$ cat src/rtl/mem_arbiter.sv
// Byte-serial arbiter sharing one RAM/IO port between instruction fetch and the load/store buffer.
// Requests are split into little-endian byte accesses; ownership alternates round-robin on contention.
module mem_arbiter #(
   parameter int unsigned          AddrWidth = 32,
   parameter logic [AddrWidth-1:0] IOBase    = AddrWidth'('h30000)
) (
   input  logic                 clk_in,
   input  logic                 rst_in,
   input  logic                 rdy_in,
   input  logic [7:0]           mem_din,
   output logic [7:0]           mem_dout,
   output logic [AddrWidth-1:0] mem_a,
   output logic                 mem_wr,
   input  logic                 io_buffer_full_in,
   input  logic                 if_mem_en_in,
   input  logic [AddrWidth-1:0] if_mem_addr_in,
   output logic                 mem_if_done_out,
   output logic [31:0]          mem_if_data_out,
   input  logic                 lsb_mem_en_in,
   input  logic                 lsb_mem_wr_in,
   input  logic [2:0]           lsb_mem_size_in,
   input  logic [AddrWidth-1:0] lsb_mem_addr_in,
   input  logic [31:0]          lsb_mem_data_in,
   output logic                 mem_lsb_done_out,
   output logic [31:0]          mem_lsb_data_out,
   input  logic                 rob_mem_rst_in
);

   typedef enum logic [1:0] {IDLE, READ, WRITE} state_t;
   typedef enum logic {OWN_IF, OWN_LSB} owner_t;

   state_t               state, nxt_state;
   owner_t               owner, nxt_owner;
   owner_t               last_grant, nxt_last_grant;
   logic [2:0]           cnt, nxt_cnt;
   logic [2:0]           size, nxt_size;
   logic [AddrWidth-1:0] addr, nxt_addr;
   logic [31:0]          data, nxt_data;
   logic [AddrWidth-1:0] nxt_mem_a;
   logic [7:0]           nxt_mem_dout;
   logic                 nxt_mem_wr;
   logic                 nxt_if_done, nxt_lsb_done;
   logic [31:0]          nxt_if_data, nxt_lsb_data;

   logic                 grant_lsb;
   logic                 idle_accept;
   logic [1:0]           rd_idx;
   logic [31:0]          rd_data;
   logic [7:0]           wr_byte;
   logic                 io_stall;

   function automatic logic [2:0] eff_size(input logic [2:0] s);
      case (s)
         3'd1:    eff_size = 3'd1;
         3'd2:    eff_size = 3'd2;
         default: eff_size = 3'd4;
      endcase
   endfunction

   always_comb begin
      grant_lsb   = lsb_mem_en_in && (!if_mem_en_in || last_grant == OWN_IF);
      idle_accept = !mem_if_done_out && !mem_lsb_done_out && !rob_mem_rst_in
                    && (if_mem_en_in || lsb_mem_en_in);
      // Read captures lag issue by two edges, so edge cnt lands byte cnt-2.
      rd_idx      = cnt[1:0] - 2'd2;
      rd_data     = data;
      rd_data[{rd_idx, 3'b000} +: 8] = mem_din;
      wr_byte     = data[{cnt[1:0], 3'b000} +: 8];
      io_stall    = (addr >= IOBase) && io_buffer_full_in;
   end

   always_comb begin
      nxt_state      = state;
      nxt_owner      = owner;
      nxt_last_grant = last_grant;
      nxt_cnt        = cnt;
      nxt_size       = size;
      nxt_addr       = addr;
      nxt_data       = data;
      nxt_mem_a      = mem_a;
      nxt_mem_dout   = mem_dout;
      nxt_mem_wr     = mem_wr;
      nxt_if_done    = 1'b0;
      nxt_lsb_done   = 1'b0;
      nxt_if_data    = mem_if_data_out;
      nxt_lsb_data   = mem_lsb_data_out;

      case (state)
         IDLE: begin
            if (idle_accept) begin
               nxt_owner      = grant_lsb ? OWN_LSB : OWN_IF;
               nxt_last_grant = grant_lsb ? OWN_LSB : OWN_IF;
               nxt_addr       = grant_lsb ? lsb_mem_addr_in : if_mem_addr_in;
               nxt_mem_a      = grant_lsb ? lsb_mem_addr_in : if_mem_addr_in;
               nxt_size       = grant_lsb ? eff_size(lsb_mem_size_in) : 3'd4;
               nxt_cnt        = 3'd1;
               if (grant_lsb && lsb_mem_wr_in) begin
                  nxt_data  = lsb_mem_data_in;
                  nxt_state = WRITE;
                  // A full IO buffer defers even the first byte; cnt=0 marks it unissued.
                  if (lsb_mem_addr_in >= IOBase && io_buffer_full_in) begin
                     nxt_cnt    = '0;
                     nxt_mem_wr = 1'b0;
                  end else begin
                     nxt_mem_wr   = 1'b1;
                     nxt_mem_dout = lsb_mem_data_in[7:0];
                  end
               end else begin
                  nxt_data   = '0;
                  nxt_mem_wr = 1'b0;
                  nxt_state  = READ;
               end
            end
         end

         READ: begin
            if (rob_mem_rst_in) begin
               nxt_state  = IDLE;
               nxt_mem_wr = 1'b0;
               nxt_cnt    = '0;
            end else begin
               if (cnt < size)
                  nxt_mem_a = addr + AddrWidth'(cnt);
               if (cnt >= 3'd2)
                  nxt_data = rd_data;
               if (cnt == size + 3'd1) begin
                  nxt_state = IDLE;
                  nxt_cnt   = '0;
                  if (owner == OWN_IF) begin
                     nxt_if_done = 1'b1;
                     nxt_if_data = rd_data;
                  end else begin
                     nxt_lsb_done = 1'b1;
                     nxt_lsb_data = rd_data;
                  end
               end else begin
                  nxt_cnt = cnt + 3'd1;
               end
            end
         end

         WRITE: begin
            if (cnt < size) begin
               if (io_stall) begin
                  nxt_mem_wr = 1'b0;
               end else begin
                  nxt_mem_a    = addr + AddrWidth'(cnt);
                  nxt_mem_dout = wr_byte;
                  nxt_mem_wr   = 1'b1;
                  nxt_cnt      = cnt + 3'd1;
               end
            end else begin
               nxt_mem_wr   = 1'b0;
               nxt_lsb_done = 1'b1;
               nxt_state    = IDLE;
               nxt_cnt      = '0;
            end
         end

         default: nxt_state = IDLE;
      endcase
   end

   always_ff @(posedge clk_in) begin
      if (rst_in) begin
         state            <= IDLE;
         owner            <= OWN_IF;
         last_grant       <= OWN_IF;
         cnt              <= '0;
         size             <= '0;
         addr             <= '0;
         data             <= '0;
         mem_a            <= '0;
         mem_dout         <= '0;
         mem_wr           <= 1'b0;
         mem_if_done_out  <= 1'b0;
         mem_lsb_done_out <= 1'b0;
         mem_if_data_out  <= '0;
         mem_lsb_data_out <= '0;
      end else if (rdy_in) begin
         state            <= nxt_state;
         owner            <= nxt_owner;
         last_grant       <= nxt_last_grant;
         cnt              <= nxt_cnt;
         size             <= nxt_size;
         addr             <= nxt_addr;
         data             <= nxt_data;
         mem_a            <= nxt_mem_a;
         mem_dout         <= nxt_mem_dout;
         mem_wr           <= nxt_mem_wr;
         mem_if_done_out  <= nxt_if_done;
         mem_lsb_done_out <= nxt_lsb_done;
         mem_if_data_out  <= nxt_if_data;
         mem_lsb_data_out <= nxt_lsb_data;
      end
   end

endmodule

$ cat config.mk
export PLATFORM = sky130hd
export DESIGN_NAME = mem_arbiter
export DESIGN_NICKNAME = d
export VERILOG_FILES = /design/src/rtl/mem_arbiter.sv
export SDC_FILE = /design/constraint.sdc
export NUM_CORES = 1
export LEC_CHECK = 0
export ABC_AREA = 1
export CAP_MARGIN = 20
export CORE_MARGIN = 5
export CORE_UTILIZATION = 40
export DETAILED_ROUTE_END_ITERATION = 12
export GPL_ROUTABILITY_DRIVEN = 0
export GPL_TIMING_DRIVEN = 0
export HOLD_SLACK_MARGIN = 0.02
export MAX_ROUTING_LAYER = met4
export PLACE_DENSITY = 0.75
export REMOVE_ABC_BUFFERS = 1
export SLEW_MARGIN = 20
export SYNTH_ARGS = -nofsm -noshare
export SYNTH_HDL_FRONTEND = slang
export SYNTH_SLANG_ARGS = --single-unit
$ cat constraint.sdc
create_clock -name clk_in -period 2.15 [get_ports clk_in]
set_input_delay 0.215 -clock clk_in [delete_from_list [all_inputs] [get_ports clk_in]]
set_output_delay 0.215 -clock clk_in [all_outputs]
set_load 0.02 [all_outputs]
==> flow_metrics.env <==
export IMPL_status="completed"
export IMPL_finalClockSkew_ps=10.85
export IMPL_drive_above_1_share_pct=12.54
export IMPL_max_freq_mhz=468.2
export IMPL_cp_common_cell="nor2_1"
export IMPL_async_flop_share_pct=0
export IMPL_htree_levels=4
export IMPL_critPathKind="reg -> reg"
export IMPL_fillers=2221
export IMPL_wl_per_cell_um=18.13
export IMPL_cts_buffers=17
export IMPL_drc_errors=0
export IMPL_path_cells="inv_1 > ha_4 > nor3_2 > nor2_1 > nand2_1 > nor2_4 > nand3_4 > buf_4 > a21oi_1 > nor2_1"
export IMPL_yosysUniqueCellTypes=48
export IMPL_cp_slowest_cell="dfxtp_1"
export IMPL_start_util_pct=40.89
export IMPL_worst_path_buf_inv=2
export IMPL_clk_latency_ps=440
export IMPL_drtAntennaViolNets=0
export IMPL_chipWidth_um=168.1
export IMPL_ys_ff_latch=180
export IMPL_cp_start_kind="flop"
export IMPL_worst_slew_pin_slew_ps=753.9
export IMPL_syn_avg_cell_area_um2=6.842
export IMPL_clkTransAtPathRegs_ps=70
export IMPL_cts_tree="done"
export IMPL_p_per_area_mw_per_mm2=793.4
export IMPL_drt_first_pass_iters=6
export IMPL_pin_count=222
export IMPL_fin_tns_setup_ps=0
export IMPL_final_util_pct=56.41
export IMPL_cts_root_buf="clkbuf_16"
export IMPL_wirelength_um=36600
export IMPL_synth_edf_count=0
export IMPL_min_path_type="in -> reg"
export IMPL_drtIter0Drc=1372
export IMPL_core_area_mm2=0.02446
export IMPL_cts_sinks=180
export IMPL_setup_violations=0
export IMPL_drv_slew=0
export IMPL_syn_to_final_growth_pct=37.95
export IMPL_cts_buffer_depth=2
export IMPL_row_count=57
export IMPL_path_max_fanout=12
export IMPL_antenna_found_initial=4
export IMPL_pre_cts_slack_ps=-1901
export IMPL_crit_family="simple AND/OR/NAND/NOR gates"
export IMPL_finalHoldViolCount=0
export IMPL_vias=11072
export IMPL_slowest_delay_ps=350
export IMPL_drv_cap=0
export IMPL_rsz0062_at_grt="true"
export IMPL_final_nets=1811
export IMPL_slew_headroom_pct=49.62
export IMPL_p_leak_nw=5.391
export IMPL_post_layout_nonfiller_instances=2018
export IMPL_worstPathArrival_ps=2460
export IMPL_dp_cells=1924
export IMPL_dp_hpwl_um=22840
export IMPL_dieArea_mm2=0.02827
export IMPL_ys_seq_area_share_pct=36.02
export IMPL_synth_flop_cell="dfxtp_1"
export IMPL_peakVddDrop_uv=473.1
export IMPL_min_period_ps=2136
export IMPL_grt_pass1_vias=10343
export IMPL_layout_setup_ws_ps=13.97
export IMPL_synth_cells=1462
export IMPL_end_kind="flop"
export IMPL_portBuffers=221
export IMPL_required_ps=2480
export IMPL_netlist_area_mm2=0.01000
export IMPL_gr_usage_all_layers_pct=24.84
export IMPL_ys_warn_count=0
export IMPL_grt_max_degree=82
export IMPL_finalCritPeriodShare_pct=99.35
export IMPL_vias_per_cell=5.487
export IMPL_grt_pass1_wl_um=55520
export IMPL_fp_dieH_um=168.1
export IMPL_grt_overflow=0
per-layer routing:
layer,share of wire [%],routed length (µm),GRT usage (%)
met5,0,0,-
met4,2.9,1071,9.280
met3,8.6,3154,4.455
met2,45,16600,37.82
met1,43,15770,33.07
cell type report:
cell class                 count  area (µm²)  share of cell area [%]
antenna                        4       10.01                 0.07254
clock inverter                13       148.9                   1.079
tap                          324       405.4                   2.938
clock buffer                  18       429.2                   3.110
multi-input combinational   1097        5893                   42.71
inverter                     107       500.5                   3.627
timing repair buffer         273        2773                   20.09
timing repair inverter         2       25.02                  0.1813
sequential                   180        3615                   26.19
path summary, 6_finish.rpt:
kind	start	endpoint	slack (ps)	cells past startpoint
worst max-delay path	state[0]	mem_a[21]	10	10
worst min-delay path	rst_in	addr[11]	290	2
worst max register to register	state[0]	mem_a[21]	10	10
worst min register to register	mem_a[31]	mem_a[31]	460	2
placed cells by master, fill, tap and decap left out, types with 6 or more instances in the layout:
cell and count:
dfxtp_1 175, ha_1 11, a21oi_1 111, buf_4 39, clkbuf_16 17, o21bai_1 10, nand2_1 291, nor3_1 7
inv_1 90, nand4_1 33, mux2i_1 24, clkdlybuf4s50_1 220, a31oi_1 8, nor2_2 36, o21ai_0 118, nand3_1 65
a211oi_1 29, nand3_4 10, o21ai_1 8, nor2_4 11, a21oi_2 10, o22ai_2 7, nor2_1 231, nand2_2 7
buf_12 10, a22oi_1 13, o211ai_1 12, inv_6 6
where the power goes:
group / internal [mW] / switching (mW)
registers: 3.65 / 0.245
clock network: 1.73 / 1.44
logic: 1.48 / 2.41
repair_timing:
item	4_1_cts	5_1_grt
hold buffers	0	0
pin swaps	8	14
endpoints found under the setup margin	152	145
endpoints found under the hold margin	0	0
buffers inserted	14	33
gates resized for setup	57	40
gates cloned	6	6
registers in the layout, indices dropped and copies added (netlist names):
| register | count |
|---|---|
| addr | 32 |
| data | 32 |
| mem_a | 32 |
| mem_if_data_out | 32 |
| mem_lsb_data_out | 32 |
| mem_dout | 8 |
| cnt | 3 |
| size | 3 |
| state | 2 |
| last_grant | 1 |
| mem_if_done_out | 1 |
| mem_lsb_done_out | 1 |
| mem_wr | 1 |
metrics by stage:
step	power (mW)	instance area, µm²	hold slack (ps)
CTS	10.51	13260	265.6
global placement	6.945	12110	450.0
finish	10.95	13800	287.5
detailed placement	7.044	12250	454.0
floorplan	5.787	9494	284.1
global route	11.45	13800	312.2
synthesized netlist by cell type (2+ instances only):
library cell | n | area share, %
a21oi_1 | 111 | 5.6
nor2_2 | 33 | 2.1
a22oi_1 | 13 | 0.98
nand2_1 | 298 | 11
o211ai_1 | 12 | 0.90
nor3_1 | 8 | 0.40
clkinv_1 | 3 | 0.11
clkbuf_1 | 37 | 1.4
o22ai_1 | 11 | 0.69
a21oi_2 | 10 | 0.88
buf_6 | 15 | 1.7
buf_1 | 5 | 0.19
nand3_1 | 69 | 3.5
inv_4 | 2 | 0.13
mux2i_1 | 24 | 2.4
o21ai_0 | 120 | 6.0
nor2_1 | 241 | 9.0
xor2_1 | 5 | 0.44
dfxtp_1 | 180 | 36
inv_1 | 93 | 3.5
nand3b_1 | 5 | 0.38
o21ai_1 | 7 | 0.35
buf_4 | 11 | 0.83
nand4_1 | 33 | 2.1
nand2_2 | 3 | 0.19
a31oi_1 | 8 | 0.50
ha_1 | 17 | 2.1
nand3_2 | 3 | 0.30
o21bai_1 | 10 | 0.75
xnor2_1 | 2 | 0.18
inv_2 | 9 | 0.34
nand2_4 | 2 | 0.23
a211oi_1 | 29 | 2.2
buf_2 | 19 | 0.95
cells by family (layout without fill, tap and decap cells):
| family | after synthesis | after routing | synth area share, % |
|---|---|---|---|
| compound gates | 336 | 336 | 19.35 |
| xor+xnor | 7 | 7 | 0.6129 |
| fa+ha+maj | 18 | 18 | 2.326 |
| buf+inv | 195 | 413 | 9.156 |
| flops | 180 | 180 | 36.02 |
| mux | 24 | 24 | 2.401 |
| other cells | 0 | 4 | 0 |
| simple gates | 702 | 712 | 30.13 |
No activity file was read; power rests on OpenSTA's default activity.
